**src/rtl/shift_cmd_sequencer.sv**
```systemverilog
// Moore command sequencer for a load/rotate/arithmetic-shift register.
// Accepts one command in IDLE, then drives the register pins for the required number of cycles.
module shift_cmd_sequencer #(
   parameter int WIDTH = 4,
   parameter int CNT_W = 4
) (
   input  logic             clock,
   input  logic             reset,
   input  logic             cmd_valid,
   output logic             cmd_ready,
   input  logic [1:0]       cmd_op,
   input  logic [CNT_W-1:0] cmd_count,
   input  logic [WIDTH-1:0] cmd_data,
   output logic             sr_en,
   output logic             ParallelLoadn,
   output logic             RotateRight,
   output logic             ASRight,
   output logic [WIDTH-1:0] sr_data,
   output logic             busy,
   output logic             done
);
   localparam int LW = (WIDTH > 2) ? $clog2(WIDTH) : 1;
   localparam logic [LW-1:0]    MAX_ASR_STEPS = LW'(WIDTH - 1);
   localparam logic [CNT_W-1:0] ASR_CLAMP     = CNT_W'(WIDTH - 1);

   typedef enum logic [1:0] {
      ST_IDLE  = 2'b00,
      ST_LOAD  = 2'b01,
      ST_SHIFT = 2'b10,
      ST_DONE  = 2'b11
   } state_t;

   typedef enum logic [1:0] {
      OP_LOAD = 2'b00,
      OP_ROTL = 2'b01,
      OP_ROTR = 2'b10,
      OP_ASR  = 2'b11
   } op_t;

   state_t           state_r, state_nxt_s;
   op_t              op_r, op_nxt_s, op_in_s;
   logic [LW-1:0]    cnt_r, cnt_nxt_s, eff_cnt_s;
   logic [WIDTH-1:0] data_nxt_s;
   logic             ready_nxt_s, busy_nxt_s, done_nxt_s, en_nxt_s;
   logic             pln_nxt_s, rr_nxt_s, asr_nxt_s;

   assign op_in_s = op_t'(cmd_op);

   // Effective step count: rotates wrap modulo WIDTH, ASR saturates since extra steps are idempotent.
   always_comb begin
      eff_cnt_s = cmd_count[LW-1:0];
      if ((op_in_s == OP_ASR) && (cmd_count >= ASR_CLAMP)) begin
         eff_cnt_s = MAX_ASR_STEPS;
      end else begin
         eff_cnt_s = cmd_count[LW-1:0];
      end
   end

   // Next state, latched command fields and step counter.
   always_comb begin
      state_nxt_s = state_r;
      op_nxt_s    = op_r;
      cnt_nxt_s   = cnt_r;
      data_nxt_s  = sr_data;
      case (state_r)
         ST_IDLE: begin
            if (cmd_valid) begin
               op_nxt_s = op_in_s;
               if (op_in_s == OP_LOAD) begin
                  data_nxt_s  = cmd_data;
                  cnt_nxt_s   = LW'(1'b0);
                  state_nxt_s = ST_LOAD;
               end else if (eff_cnt_s != LW'(1'b0)) begin
                  cnt_nxt_s   = eff_cnt_s;
                  state_nxt_s = ST_SHIFT;
               end else begin
                  cnt_nxt_s   = LW'(1'b0);
                  state_nxt_s = ST_DONE;
               end
            end else begin
               state_nxt_s = ST_IDLE;
            end
         end
         ST_LOAD: state_nxt_s = ST_DONE;
         ST_SHIFT: begin
            cnt_nxt_s = cnt_r - LW'(1'b1);
            if (cnt_r == LW'(1'b1)) begin
               state_nxt_s = ST_DONE;
            end else begin
               state_nxt_s = ST_SHIFT;
            end
         end
         ST_DONE: state_nxt_s = ST_IDLE;
         default: state_nxt_s = ST_IDLE;
      endcase
   end

   // Output decode from the upcoming state so registered outputs line up with the state register.
   always_comb begin
      ready_nxt_s = 1'b0;
      busy_nxt_s  = 1'b1;
      done_nxt_s  = 1'b0;
      en_nxt_s    = 1'b0;
      pln_nxt_s   = 1'b1;
      rr_nxt_s    = 1'b1;
      asr_nxt_s   = 1'b1;
      case (state_nxt_s)
         ST_IDLE: begin
            ready_nxt_s = 1'b1;
            busy_nxt_s  = 1'b0;
         end
         ST_LOAD: begin
            en_nxt_s  = 1'b1;
            pln_nxt_s = 1'b0;
         end
         ST_SHIFT: begin
            en_nxt_s  = 1'b1;
            rr_nxt_s  = (op_nxt_s != OP_ROTL);
            asr_nxt_s = (op_nxt_s != OP_ROTR);
         end
         ST_DONE: done_nxt_s = 1'b1;
         default: begin
            ready_nxt_s = 1'b1;
            busy_nxt_s  = 1'b0;
         end
      endcase
   end

   // State, command and output registers; reset forces sr_en low immediately.
   always_ff @(posedge clock or posedge reset) begin
      if (reset) begin
         state_r       <= ST_IDLE;
         op_r          <= OP_LOAD;
         cnt_r         <= LW'(1'b0);
         sr_data       <= WIDTH'(1'b0);
         cmd_ready     <= 1'b1;
         busy          <= 1'b0;
         done          <= 1'b0;
         sr_en         <= 1'b0;
         ParallelLoadn <= 1'b1;
         RotateRight   <= 1'b1;
         ASRight       <= 1'b1;
      end else begin
         state_r       <= state_nxt_s;
         op_r          <= op_nxt_s;
         cnt_r         <= cnt_nxt_s;
         sr_data       <= data_nxt_s;
         cmd_ready     <= ready_nxt_s;
         busy          <= busy_nxt_s;
         done          <= done_nxt_s;
         sr_en         <= en_nxt_s;
         ParallelLoadn <= pln_nxt_s;
         RotateRight   <= rr_nxt_s;
         ASRight       <= asr_nxt_s;
      end
   end
endmodule
```
**config.mk**
```make
export PLATFORM = sky130hd
export DESIGN_NAME = shift_cmd_sequencer
export DESIGN_NICKNAME = d
export VERILOG_FILES = /design/src/rtl/shift_cmd_sequencer.sv
export SDC_FILE = /design/constraint.sdc
export NUM_CORES = 1
export LEC_CHECK = 0
export CAP_MARGIN = 20
export CORE_MARGIN = 1
export CORE_UTILIZATION = 41
export CTS_BUF_LIST = sky130_fd_sc_hd__clkbuf_4 sky130_fd_sc_hd__clkbuf_8 sky130_fd_sc_hd__clkbuf_16
export DETAILED_ROUTE_END_ITERATION = 6
export PLACE_DENSITY = 0.73
export SETUP_SLACK_MARGIN = 0.5
export SYNTH_ARGS = -nofsm -noshare
export SYNTH_HDL_FRONTEND = slang
export SYNTH_SLANG_ARGS = --single-unit
```
**constraint.sdc**
```tcl
create_clock -name clock -period 1.8 [get_ports clock]
set_clock_uncertainty 0.2 [all_clocks]
set_input_delay 0.18 -clock clock [delete_from_list [all_inputs] [get_ports clock]]
set_output_delay 0.18 -clock clock [all_outputs]
set_load 0.1 [all_outputs]
```
==> summary.txt, run 1 <==
Global route
  – Largest net degree at the start of global routing: 18
  – GRT Total Usage: 19.0%
  – Vias in the first global route: 671
  – Initial antenna violation count: 0
  – GR Overflow Total: 0
  – First-pass GRT wire length: 2820 um

Routing
  – DR iter-0 viols: 4
  – Drt via density: 4.91
  – WL final: 1910 um
  – Drt drc: 0
  – Post-DRT Antenna Nets: 0
  – Via Count: 693
  – Drt wl/cell: 13.6 um
  – Drt pass-1 iters: 4

STA
  – Final hold slack: -0.00381 ns
  – RSZ-0062 raised after global routing: yes
  – Final worst slack: 0.134 ns
  – Tmin final: 1.67 ns
  – Final Hold Fails: 6
  – Worst Tran Pin Value: 0.263 ns
  – Slew Limit Fails: 0
  – Period utilization: 92.5%
  – Worst slew margin: 82.4%
  – Fin Setup TNS: 0 ns
  – Setup violators final: 0
  – Fmax: 0.600 GHz

Logic synthesis
  – Synthesis-stage register bit count: 17
  – Synth top area share: 38.0%
  – Cell variety after synth: 24
  – Main combinational cell family by area after synthesis: adder cells
  – Post-synthesis mux area share: 7.88%
  – Syn_area_per_cell: 12.1 um^2
  – Register area share after synthesis: 50.2%
  – Synth top area cells: dfrtp_1 (38%), ha_1 (13%), dfstp_2 (12%), mux2_2 (7.9%), inv_1 (3.1%)
  – Top cell type by total area after synthesis: dfrtp_1
  – Mapped cell area: 857 um^2
  – Synth Area in Compound Gates: 10.7%
  – Syn nets: 93
  – Synthesis Warnings: 0
  – Synth Area in XOR/XNOR: 1.02%
  – Post-Syn Instances: 71
  – Post-Synth Adder-Cell Area: 13.1%
  – Simple-gate portion of the synthesized area: 12.7%

Setup path
  – R2R depth: 6
  – Data arrival, critical path: 1.70 ns
  – Maximum fanout along the worst path: 6
  – Worst setup path class: register to register
  – Startpoint Class: register
  – Critical Path RT: 1.84 ns
  – Critical Path Sink Type: register

Status
  – Status: complete, but fails checks
  – Failing checks: negative hold slack

Placed design
  – Post-place setup slack: -0.216 ns
  – DPL Wire Length: 1330 um
  – # port buffers: 23
  – DP Area: 1320 um^2
  – GPL Wtd Cong: 0.812

Clocking
  – Clock sink count: 17
  – Worst-path clk slew: 0.10 ns
  – Clk buf depth: 2
  – H-tree levels: 1
  – Clk root buf: clkbuf_4
  – CTS tree: done
  – TritonCTS Buffers: 3
  – Clock Latency Late Sink: 0.30 ns

Die
  – Die Height: 47.7 um
  – Chip Width: 47.7 um
  – # IOs: 24
  – Total core area: 1960 um^2
  – Initial Util: 43.7%
  – Row cnt: 16
  – Die ar.: 2280 um^2

Cells and area
  – Area Growth Syn to Fin: 71.4%
  – Nets: 137
  – Antenna Cells: 0
  – Final Cell Area: 1470 um^2
  – Commonest cells after routing, fill and taps aside: buf_4 (15), dfrtp_1 (13), buf_12 (11)
  – # fillers: 146
  – Layout cell share with drive strength beyond 1: 49.1%
  – Commonest non-fill, non-tap cell in the layout: buf_4

Hold path
  – Worst Hold Class: input pin to asynchronous set/reset pin

Job
  – Max_cap viols: 0
==> sequential cells by signal, indices dropped and copies added (netlist names) <==
signal         flops
ASRight            1
cnt_r              2
sr_data            4
RotateRight        1
sr_en              1
cmd_ready          1
op_r               2
ParallelLoadn      1
done               1
busy               1
state_r            2
==> cell usage after synthesis <==
master	count
nor3b_1	3
nand2_1	2
nor3_4	1
nor2_1	2
and3b_1	2
inv_1	7
nand3b_1	2
mux2_2	6
o32ai_1	1
xnor2_1	1
dfstp_2	4
o21ai_1	2
nand2b_1	1
dfrtp_1	13
o32a_1	1
o211ai_1	2
buf_6	1
o211a_1	1
a21o_1	1
ha_1	9
o21ai_0	2
a21oi_1	4
nand2_2	1
nand3_1	2
==> cells by family (layout without fill, tap and decap cells) <==
group,Yosys count,in the layout
XOR/XNOR,1,1
buffers and inverters,8,51
adder cells (fa/ha/maj),9,9
multiplexers,6,6
AO/OA/AOI/OAI,14,14
AND/OR/NAND/NOR,16,16
flip-flops,17,17
==> worst paths after layout <==
check                         endpoint         from  slack (ns)
hold / removal              sr_data[1]        reset      -0.004
min in group clock          sr_data[1]  cmd_data[1]        0.30
max in group asynchronous    cmd_ready        reset        1.14
hold reg to reg               cnt_r[1]     cnt_r[1]        0.33
setup / recovery           RotateRight   state_r[1]        0.13
setup reg to reg           RotateRight   state_r[1]        0.13
==> critical path: stages, from the launching register on <==
cell     delay (ns)
dfrtp_1        0.40
inv_2          0.09
ha_4           0.16
nand2_4        0.09
o32a_1         0.37
ha_2           0.24
o21ai_2        0.06
==> repair_timing <==
item / CTS / global route
gates cloned: 0 / 0
resized for setup: 10 / 7
endpoints found under the setup margin: 21 / 25
pin swaps: 5 / 6
hold buffers: 0 / 0
setup buffers: 6 / 2
==> final cells by class <==
class | count | area (um^2) | share of cell area, %
inverters | 7 | 26.3 | 1.79
multi-input cells | 46 | 472 | 32.1
clock buffers | 4 | 30.0 | 2.04
well taps | 27 | 33.8 | 2.30
repair buffers | 40 | 477 | 32.5
flip-flops and latches | 17 | 430 | 29.3
==> layer usage <==
metal | vias to the layer above | GRT usage (%) | part of all wire [%]
met1 | 344 | 18.7 | 38
li1 | 333 | - | -
met2 | 12 | 36.5 | 58
met3 | 4 | 4.53 | 2.4
met5 | - | 0 | 0
met4 | 0 | 9.44 | 1.5
==> per-stage QoR <==
step	hold slack, ns	std cells	util, %
2_1_floorplan	-0.0968	71	-
3_3_place_gp	0.298	129	67.2
3_5_place_dp	0.307	129	67.2
4_1_cts	0.0120	139	72.6
5_1_grt	0.0259	141	74.9
6_report	-0.00381	141	74.9
Power of run 1 is not shown: default switching activity piles up to over one toggle a cycle in this logic, so the estimate is an artifact.
==> run 2, diff against run 1 <==
REMOVE_ABC_BUFFERS = 1   (was default)
==> run 2 against run 1 <==
  * The flow now finishes without violations
  * Final area grew 15%
  * Final cell count is 9.2% higher
  * Sequential cell count is the same
  * Utilization is 11 points higher
  * Routed wire length increased by 27%
  * Worst hold slack better by 0.30 ns
  * Sequential share of layout area decreased by 3.8 points
  * Critical path depth up 3
  * Via count rose by 9.7%
  * Global-route usage up 3.9 points
  * Setup slack worse by 0.13 ns
  * First-iteration DRC count rose to 3.0 times the previous value
  * Highest routed layer unchanged
==> summary.txt, run 2 (synthesis gave the netlist of run 1 again) <==
Hold path
  – Worst Hold Class: input pin to register
  – Hold depth: 2
  – Hold endpoint: sr_data[2]
  – Worst hold start: cmd_data[2]

Cells and area
  – Largest Register: sr_data
  – # fillers: 102
  – Layout cell share with drive strength beyond 1: 59.1%
  – Area Growth Syn to Fin: 96.9%
  – Commonest cells after routing, fill and taps aside: buf_4 (15), dfrtp_1 (13), buf_6 (13)
  – Antenna Cells: 0
  – Non-Filler Instances: 154
  – Footprint of the multi-input gates: 542 um^2
  – Core Util, Final: 86.0%
  – Nets: 150
  – Commonest non-fill, non-tap cell in the layout: buf_4
  – Register Area: 430 um^2
  – Largest register FFs: 4

Global route
  – First-pass GRT wire length: 3400 um
  – GRT Total Usage: 23.0%
  – Initial antenna violation count: 0
  – GR Overflow Total: 0
  – Largest net degree at the start of global routing: 18
  – Vias in the first global route: 800

Die
  – Initial Util: 43.7%
  – Chip Width: 47.7 um
  – Row cnt: 16
  – Total core area: 1960 um^2
  – # IOs: 24
  – Die ar.: 2280 um^2
  – Die Height: 47.7 um

Setup path
  – Critical Path Sink Type: register
  – Capturing point of the worst reg2reg path: ParallelLoadn
  – Data arrival, critical path: 1.83 ns
  – Startpoint Class: register
  – Maximum fanout along the worst path: 3
  – R2R Path Start: state_r[1]
  – R2R setup slack: 0.006 ns
  – Critical Path RT: 1.84 ns
  – Worst setup path class: register to register
  – R2R depth: 9

Routing
  – Post-DRT Antenna Nets: 0
  – WL final: 2430 um
  – Drt via density: 4.94
  – DR iter-0 viols: 12
  – Drt drc: 0
  – Drt pass-1 iters: 4
  – Via Count: 760
  – Drt wl/cell: 15.8 um

Placed design
  – Post-place setup slack: -0.200 ns
  – DPL Wire Length: 1380 um
  – Dpl cells: 132
  – GPL Wtd Cong: 0.780
  – # port buffers: 23

Clocking
  – Clk buf depth: 2
  – Worst-path clk slew: 0.10 ns
  – TritonCTS Buffers: 3
  – CTS tree: done
  – Clk root buf: clkbuf_4
  – Clock sink count: 17
  – H-tree levels: 1
  – Clock Latency Late Sink: 0.29 ns

STA
  – Slew Limit Fails: 0
  – RSZ-0062 raised after global routing: yes
  – Final Hold Fails: 0
  – Period utilization: 99.7%
  – Worst Tran Pin Value: 0.331 ns
  – Setup violators final: 0
  – Final hold slack: 0.295 ns
  – Tmin final: 1.79 ns
  – Final worst slack: 0.00579 ns
  – Worst slew margin: 77.9%
  – Fmax: 0.557 GHz

Status
  – Status: complete, no violations

Job
  – Max_cap viols: 0
==> run 2: cell count changes in the layout (fill, tap and decap cells not counted), moves of 2 or more <==
| cell | delta |
|---|---|
| o21ai_0 | +2 |
| buf_6 | +11 |
| o21ai_2 | -2 |
| inv_1 | -3 |
| ha_4 | +5 |
| ha_1 | -4 |
| inv_2 | +3 |
==> run 2: worst max-delay path by stage <==
stage | start | to | slack [ns] | cells after the start
after global routing | state_r[1] | ASRight | -0.08 | 7
after floorplan | state_r[0] | sr_en | -0.05 | 5
final | state_r[1] | ParallelLoadn | 0.006 | 9
after CTS | state_r[1] | sr_data[3] | 0.009 | 6
after global placement | cmd_count[3] | ParallelLoadn | -0.17 | 8
after detailed placement | cmd_count[3] | ParallelLoadn | -0.20 | 8
==> run 2: layout make-up <==
type	instances	area share [%]
Sequential cell	17	25.5
Timing Repair Buffer	53	37.2
Multi-Input combinational cell	46	32.1
Inverter	7	1.56
Clock buffer	3	1.33
Clock inverter	1	0.297
Tap cell	27	2.00
==> run 2: routing by layer <==
| layer | GRT usage [%] | part of all wire [%] |
|---|---|---|
| met5 | 0 | 0 |
| met4 | 16.1 | 2.2 |
| met3 | 5.66 | 2.3 |
| met2 | 43.0 | 58 |
| met1 | 21.4 | 37 |
==> run 2: critical path: stages, from the launching register on <==
cell and delay [ns]:
dfrtp_1 0.41, inv_2 0.09, ha_4 0.14, nand2_4 0.07
buf_6 0.12, buf_6 0.10, o32ai_2 0.25, buf_4 0.19
ha_4 0.13, inv_2 0.03
==> run 2: metrics by stage <==
step / instance area, um^2 / TNS, ns
after CTS: 1580 / 0
after global routing: 1690 / -0.422
after detailed placement: 1320 / -1.13
after floorplan: 846 / -0.0464
final: 1690 / 0
after global placement: 1320 / -0.676
==> run 2: repair_timing <==
| action | 4_1_cts | 5_1_grt |
|---|---|---|
| endpoints found under the setup margin | 21 | 23 |
| cloned | 0 | 0 |
| setup buffers | 12 | 5 |
| hold endpoints to repair | 13 | 0 |
| gates resized for setup | 33 | 15 |
| hold buffers | 1 | 0 |
| pin swaps | 11 | 10 |
Power of run 2 is left out for the same reason.
==> run 3, diff against run 2 <==
HOLD_SLACK_MARGIN = 0.02   (was default)
==> results of run 3 <==
The final DEF is identical to that of run 2; final timing and power are the same.
Power of run 3 is left out for the same reason.
